**src/rtl/wptr_full_ctrl.sv**
```systemverilog
// Write-domain pointer and status controller for an async FIFO.
// Holds binary/Gray write pointers, gates writes when full, and reports level, almost-full and overflow.
module wptr_full_ctrl #(
  parameter int unsigned ADDRSIZE  = 4,
  parameter int unsigned AF_THRESH = (1 << ADDRSIZE) - 2
) (
  input  logic                wclk,
  input  logic                wrst,
  input  logic                winc,
  input  logic [ADDRSIZE:0]   wq2_rptr,
  input  logic                wovf_clr,
  output logic [ADDRSIZE:0]   wptr,
  output logic [ADDRSIZE-1:0] waddr,
  output logic                wen,
  output logic                wfull,
  output logic                walmost_full,
  output logic [ADDRSIZE:0]   wlevel,
  output logic                woverflow
);

  localparam logic [ADDRSIZE:0] AF_LEVEL = AF_THRESH[ADDRSIZE:0];

  logic [ADDRSIZE:0] wbin_q, wbin_d;
  logic [ADDRSIZE:0] wptr_q, wptr_d;
  logic              wfull_q, wfull_d;
  logic              walmost_full_q, walmost_full_d;
  logic [ADDRSIZE:0] wlevel_q, wlevel_d;
  logic              woverflow_q, woverflow_d;

  logic              accept;
  logic [ADDRSIZE:0] wbnext;
  logic [ADDRSIZE:0] wgnext;
  logic [ADDRSIZE:0] rbin_s;
  logic [ADDRSIZE:0] full_ptr;
  logic [ADDRSIZE:0] lvl_next;

  // Gray-to-binary: each binary bit is the XOR of that Gray bit and all above it.
  always_comb begin
    rbin_s = '0;
    for (int unsigned i = 0; i <= ADDRSIZE; i++) begin
      rbin_s[i] = ^(wq2_rptr >> i);
    end
  end

  always_comb begin
    accept   = winc & ~wfull_q;
    wbnext   = wbin_q + {{ADDRSIZE{1'b0}}, accept};
    wgnext   = (wbnext >> 1) ^ wbnext;
    full_ptr = {~wq2_rptr[ADDRSIZE:ADDRSIZE-1], wq2_rptr[ADDRSIZE-2:0]};
    lvl_next = wbnext - rbin_s;
  end

  always_comb begin
    wbin_d         = wbnext;
    wptr_d         = wgnext;
    wfull_d        = (wgnext == full_ptr);
    wlevel_d       = lvl_next;
    walmost_full_d = (lvl_next >= AF_LEVEL);
    // Set wins over clear when both happen in the same cycle.
    woverflow_d    = (winc & wfull_q) | (woverflow_q & ~wovf_clr);
  end

  always_ff @(posedge wclk) begin
    if (wrst) begin
      wbin_q         <= '0;
      wptr_q         <= '0;
      wfull_q        <= 1'b0;
      walmost_full_q <= 1'b0;
      wlevel_q       <= '0;
      woverflow_q    <= 1'b0;
    end else begin
      wbin_q         <= wbin_d;
      wptr_q         <= wptr_d;
      wfull_q        <= wfull_d;
      walmost_full_q <= walmost_full_d;
      wlevel_q       <= wlevel_d;
      woverflow_q    <= woverflow_d;
    end
  end

  assign wptr         = wptr_q;
  assign waddr        = wbin_q[ADDRSIZE-1:0];
  assign wen          = accept;
  assign wfull        = wfull_q;
  assign walmost_full = walmost_full_q;
  assign wlevel       = wlevel_q;
  assign woverflow    = woverflow_q;

endmodule

```
**config.mk**
```make
export PLATFORM = sky130hd
export DESIGN_NAME = wptr_full_ctrl
export DESIGN_NICKNAME = d
export VERILOG_FILES = /design/src/rtl/wptr_full_ctrl.sv
export SDC_FILE = /design/constraint.sdc
export NUM_CORES = 1
export LEC_CHECK = 0
export ABC_AREA = 0
export CORE_MARGIN = 5
export CORE_UTILIZATION = 40
export DETAILED_ROUTE_END_ITERATION = 10
export GPL_ROUTABILITY_DRIVEN = 0
export GPL_TIMING_DRIVEN = 0
export PLACE_DENSITY = 0.7
export SYNTH_ARGS = -nofsm -noshare
export SYNTH_HDL_FRONTEND = slang
export SYNTH_SLANG_ARGS = --single-unit
```
**constraint.sdc**
```tcl
create_clock -name wclk -period 3.65 [get_ports wclk]
set_clock_uncertainty 0.2 [all_clocks]
set_input_delay 0.5475 -clock wclk [delete_from_list [all_inputs] [get_ports wclk]]
set_output_delay 0.5475 -clock wclk [all_outputs]
set_load 0.02 [all_outputs]
```
==> results of run 1 <==
[flip-flops by register name (all words and copies together), names as in the netlist]
signal and flops:
walmost_full 1, wbin_q 5, wfull 1, wlevel 5
woverflow 1, wptr 4
[where the power goes]
group / total, mW / internal [mW] / switching (mW)
Sequential: 0.214 / 0.208 / 0.00662
Clock: 0.105 / 0.0426 / 0.0623
Combinational: 0.199 / 0.0986 / 0.101
[kinds of logic after synthesis]
| family | count (synthesis) | synth area share |
|---|---|---|
| compound gates | 12 | 0.1063 |
| buf+inv | 7 | 0.03057 |
| flops | 17 | 0.3959 |
| simple gates | 29 | 0.1703 |
| xor+xnor | 16 | 0.2009 |
| fa+ha+maj | 6 | 0.09607 |
[metal layers]
metal | share of wire | GRT usage | vias to the layer above
met3 | 0.037 | 0.01835 | 5
met2 | 0.52 | 0.2270 | 17
met4 | 0.028 | 0.08814 | 0
met1 | 0.41 | 0.1464 | 329
li1 | - | - | 359
met5 | 0 | 0 | -
[through the flow]
stage	setup WS [ns]	hold WS (ns)	std cells	total power [mW]
after floorplan	0.3574	0.3425	87	0.3354
after global placement	-0.3694	0.2582	139	0.4052
after detailed placement	-0.4404	0.2759	139	0.4108
after CTS	0.02134	0.2901	144	0.5189
after global routing	0.08072	0.3238	144	0.5539
final	0.2611	0.2833	144	0.5188
[synth_stat cells, drive strengths merged]
library cell,instances
nor2,11
clkbuf,2
nor2b,4
a21oi,2
o311a,2
nor3,2
a21o,1
fa,1
nand3,4
o211ai,2
xnor2,8
or4b,1
a221oi,1
ha,5
nand2,2
xor2,7
o21ai,3
a211o,1
or3,2
nand2b,1
or4,1
xnor3,1
inv,5
dfxtp,17
and3,1
[layout make-up]
cell class                      count  area, um^2
Buffer                              2       7.507
Clock buffer                        4       26.28
Fill cell                         191       804.5
Inverter                            5       18.77
Multi-Input combinational cell     63       508.0
Sequential cell                    17       340.3
Tap cell                           27       33.78
Timing Repair Buffer               26       262.8
[path summary, 6_finish.rpt]
kind                                endpoint  depth (start not counted)  slack [ns]
worst max-delay path            walmost_full                         10        0.26
worst min-delay path               woverflow                          2        0.28
worst max register to register  walmost_full                         10        0.66
worst min register to register     woverflow                          2        0.28
[worst register-to-register path, stage by stage, from the launching register on]
cell and delay [ns]:
dfxtp_1 0.36, nor2b_1 0.07, ha_1 0.20, ha_1 0.41
inv_1 0.12, fa_1 0.49, nor2b_4 0.19, o21ai_0 0.10
o311a_1 0.15, or4b_1 0.55, o211ai_1 0.10
[what timing repair did]
item                                    in CTS  in global routing
buffers inserted                             1                  0
resized for setup                            2                  3
endpoints found under the hold margin        0                  0
pin swaps                                    1                  1
endpoints found under the setup margin       2                  2
[cells in the final DEF (no fill, tap or decap), types with 3 or more instances in the layout]
cell             count
o21ai_0              3
nor2b_1              3
inv_1                5
clkbuf_4             3
xnor2_1              8
nor2_1              11
clkbuf_1             3
ha_1                 5
dfxtp_1             17
clkdlybuf4s50_1     23
nand3_1              4
xor2_1               5
==> flow_summary.yaml, run 1 <==
timing:
  relSlewSlack: 0.6416
  fmax_mhz: 295.1
  finalCritPeriodShare: 0.9285
  worst_pin_slew_ns: 0.5358
  setup_tns_ns: 0
  maxSlewViolCount: 0
  setup_violations: 0
  min_period_ns: 3.389
  rsz0062_at_grt: "no"
  hold_viol: 0
logic_synthesis:
  syn_avg_cell_area_um2: 9.880
  synthesis.nets: 102
  yosysSeqAreaShare: 0.3959
  yosys_warnings: 0
  synth_cells: 87
  ys_ff_latch: 17
  syn-cell-area_um2: 859.6
  synth_top_area_cell: "dfxtp_1"
  synthDistinctLibCells: 26
  netlist.area_leader.share: 0.3959
  synth_area_leaders: "dfxtp_1 (40%), xnor2_1 (8.2%), ha_1 (7.3%), xor2_1 (6.1%), nor2_1 (4.8%)"
setup_path:
  r2r-start: "wfull"
  critPathSlowestCell: "or4b_1"
  cp-end-kind: "flop"
  startpoint: "winc"
  crit_buf_inv: 1
  criticalPathCategory: "primary input to flop"
  cpPeakStageDelay_ns: 0.55
  cp_cell_sequence: "clkdlybuf4s50_1 -> nor2b_1 -> ha_1 -> ha_1 -> xor2_4 -> ha_1 -> nor2b_4 -> o311a_1 -> or4b_1 -> o211ai_1"
  cp-start-kind: "primary input"
  crit_required_ns: 3.68
  path_common_cell: "ha_1"
  crit_fanout: 6
  crit_arrival_ns: 3.42
  path_delay_family: "simple AND/OR/NAND/NOR gates"
placement:
  placedInstanceArea_um2: 1144
  io_buffers: 25
  hpwl_mm: 1.497
grt:
  grt.overflow.total: 0
  grt_max_degree: 11
  antenna_found_initial: 0
  grt_usage: 0.1308
  grt_pass1_wl_mm: 3.298
  grt_pass1_vias: 772
layout:
  areaGrowthSynthToFinish_pct: 39.30
  design_area_um2: 1197
  antenna_cells: 0
  fin_nets: 133
  drive_gt1_frac: 0.06838
  final_core_util: 0.5981
clock_network:
  root_buffer: "clkbuf_4"
  numClockSinks: 17
  cts_buffer_depth: 2
  clkTransAtPathRegs_ns: 0.10
  h-tree-depth: 1
  postCtsHoldBufs: 0
  clk_latency_ns: 0.30
  cts_tree: "built"
  numCtsBuffers: 3
floorplan:
  ios: 27
  core_um2: 2002
  initial_utilization: 0.4294
  die_w_um: 56.36
  fp-row-count: 16
  die_y_um: 56.36
  dieArea_um2: 3176
detailed_routing:
  drt_pre_antenna_iters: 4
  wl_per_cell_um: 13.19
  num_vias: 710
  ant_nets: 0
  drt-total-wl_mm: 1.899
  via_per_inst: 4.931
  remaining_drc_errors: 0
  first_iter_violations: 14
outcome:
  status: "completed"
power_and_ir_drop:
  vdd_drop_max_uv: 236.5
  p_leak_nw: 0.4933
  powerDensity_nw_per_um2: 433.3
run:
  cap_violations: 0
hold_path:
  min_from: "woverflow"
  min_path_type: "flop to flop"
Note: power is estimated with default switching activity, not from simulation.
==> run 2, diff against run 1 <==
--- a/config.mk
+++ b/config.mk
@@ -9,7 +9,7 @@
 export CORE_MARGIN = 5
 export CORE_UTILIZATION = 40
 export DETAILED_ROUTE_END_ITERATION = 10
-export GPL_ROUTABILITY_DRIVEN = 0
+export GPL_ROUTABILITY_DRIVEN = 1
 export GPL_TIMING_DRIVEN = 0
 export PLACE_DENSITY = 0.7
 export SYNTH_ARGS = -nofsm -noshare
==> results of run 2 <==
The final DEF is identical to that of run 1; final timing and power are the same.
==> run 3, diff against run 2 <==
==> constraint.sdc (replaced) <==
create_clock -name wclk -period 3.51 [get_ports wclk]
set_clock_uncertainty 0.2 [all_clocks]
set_input_delay 0.5265 -clock wclk [delete_from_list [all_inputs] [get_ports wclk]]
set_output_delay 0.5265 -clock wclk [all_outputs]
set_load 0.02 [all_outputs]
==> run 3 against run 2 <==
Compared with the run above: critical path depth increased by 1; sequential share of layout area decreased by 0.41 points; routed wire length increased by 1.4%; via count increased by 0.99%; hold slack got worse by 0.0016 ns; total power increased by 4.6%; clock power about the same; combinational power increased by 8%; setup slack got worse by 0.12 ns; flip-flop and latch count unchanged; register-to-register slack got worse by 0.14 ns; utilization increased by 0.88 points; highest routed layer unchanged.
==> flow_summary.yaml, run 3 (synthesized netlist as in run 1, its figures left out) <==
floorplan:
  initial_utilization: 0.4294
  fp-row-count: 16
  core_um2: 2002
  dieArea_um2: 3176
  die_w_um: 56.36
  ios: 27
  die_y_um: 56.36
timing:
  relSlewSlack: 0.6442
  fmax_mhz: 297.2
  setup_violations: 0
  hold_ws_ns: 0.2817
  worst_pin_slew_ns: 0.5319
  rsz0062_at_grt: "no"
  maxSlewViolCount: 0
  hold_viol: 0
  finalCritPeriodShare: 0.9585
  min_period_ns: 3.364
power_and_ir_drop:
  swShare: 0.3255
  p_leak_nw: 0.4868
  power_mw: 0.5427
  p_int_mw: 0.3660
  sequentialPowerShare: 0.411
  p_comb_frac: 0.394
  powerDensity_nw_per_um2: 446.7
  vdd_drop_max_uv: 246.9
  p_sw_mw: 0.1766
  pwr-share-clk: 0.195
layout:
  final_cell_mix: "clkdlybuf4s50_1 (23), dfxtp_1 (17), nor2_1 (11), xnor2_1 (7), inv_1 (5)"
  antenna_cells: 0
  drive_gt1_frac: 0.1017
  layout_commonest_cell: "clkdlybuf4s50_1"
  fin_nets: 134
  areaGrowthSynthToFinish_pct: 41.34
  stdcell_count: 145
  n_fill_cell: 192
detailed_routing:
  num_vias: 717
  first_iter_violations: 18
  remaining_drc_errors: 0
  wl_per_cell_um: 13.28
  ant_nets: 0
  drt_pre_antenna_iters: 4
  via_per_inst: 4.945
  drt-total-wl_mm: 1.925
setup_path:
  critPathSlowestCell: "or4b_1"
  cp-end-kind: "flop"
  cp_cell_sequence: "clkdlybuf4s50_1 -> nor2b_1 -> ha_1 -> ha_2 -> inv_1 -> fa_1 -> nor2b_4 -> o21ai_0 -> o311a_1 -> or4b_1 -> o211ai_1"
  crit_buf_inv: 2
  criticalPathCategory: "primary input to flop"
  cp-start-kind: "primary input"
  cpPeakStageDelay_ns: 0.55
  crit_fanout: 6
  path_delay_family: "adder cells"
  crit_required_ns: 3.53
  crit_arrival_ns: 3.39
clock_network:
  postCtsHoldBufs: 0
  numCtsBuffers: 3
  clkTransAtPathRegs_ns: 0.10
  cts_buffer_depth: 2
  cts_tree: "built"
  clk_latency_ns: 0.29
  numClockSinks: 17
  h-tree-depth: 1
  root_buffer: "clkbuf_4"
grt:
  grt_max_degree: 11
  antenna_found_initial: 0
  grt_pass1_vias: 799
  grt.overflow.total: 0
  grt_pass1_wl_mm: 3.415
  grt_usage: 0.1361
placement:
  dp.cells: 139
  gp_congestion: 0.7365
  io_buffers: 25
  hpwl_mm: 1.497
run:
  cap_violations: 0
hold_path:
  min_path_type: "flop to flop"
outcome:
  status: "completed"
==> run 3: power by group through the flow <==
stage / Combinational (mW) / Sequential, mW / Clock [mW]
global route: 0.234 / 0.226 / 0.122
floorplan: 0.0909 / 0.258 / 0
finish: 0.214 / 0.223 / 0.106
global placement: 0.195 / 0.227 / 0
detailed placement: 0.199 / 0.228 / 0
CTS: 0.212 / 0.224 / 0.110
==> run 3: cell type report <==
class | count | area (um^2) | area share
Clock buffer | 4 | 26.28 | 0.02163
Buffer | 2 | 7.507 | 0.006179
Inverter | 5 | 18.77 | 0.01545
Tap cell | 27 | 33.78 | 0.02781
Timing Repair Buffer | 27 | 262.8 | 0.2163
Sequential cell | 17 | 340.3 | 0.2801
Multi-Input combinational cell | 63 | 525.5 | 0.4325
==> run 3: worst paths after layout <==
path,startpoint,to,slack (ns),cells after the start
setup / recovery,winc,walmost_full,0.15,11
hold / removal,woverflow,woverflow,0.28,2
setup reg to reg,wfull,walmost_full,0.52,10
hold reg to reg,woverflow,woverflow,0.28,2
==> run 3: tightest hold or removal path: cells and delay by family (launching register included) <==
kind            cells  cell delay, ns
compound gates      1            0.05
flops               1            0.32
simple gates        1            0.07
==> run 3: timing repair <==
| item | CTS | global route |
|---|---|---|
| setup endpoints to repair | 2 | 1 |
| gates resized for setup | 6 | 2 |
| buffers inserted | 2 | 0 |
| pin swaps | 2 | 0 |
==> run 3: metrics by stage <==
stage / area, um^2 / setup WS (ns) / util / TNS, ns
3_3_place_gp: 1144 / -0.4884 / 0.5713 / -0.9331
2_1_floorplan: 859.6 / 0.2384 / - / 0
6_report: 1215 / 0.1458 / 0.6069 / 0
5_1_grt: 1215 / 0.02577 / 0.6069 / 0
4_1_cts: 1205 / 0.1501 / 0.6019 / 0
3_5_place_dp: 1144 / -0.5594 / 0.5713 / -1.073
==> run 3: layer usage <==
| metal | part of all wire | GRT usage |
|---|---|---|
| met4 | 0.026 | 0.09492 |
| met1 | 0.40 | 0.1521 |
| met2 | 0.53 | 0.2337 |
| met5 | 0 | 0 |
| met3 | 0.044 | 0.02064 |
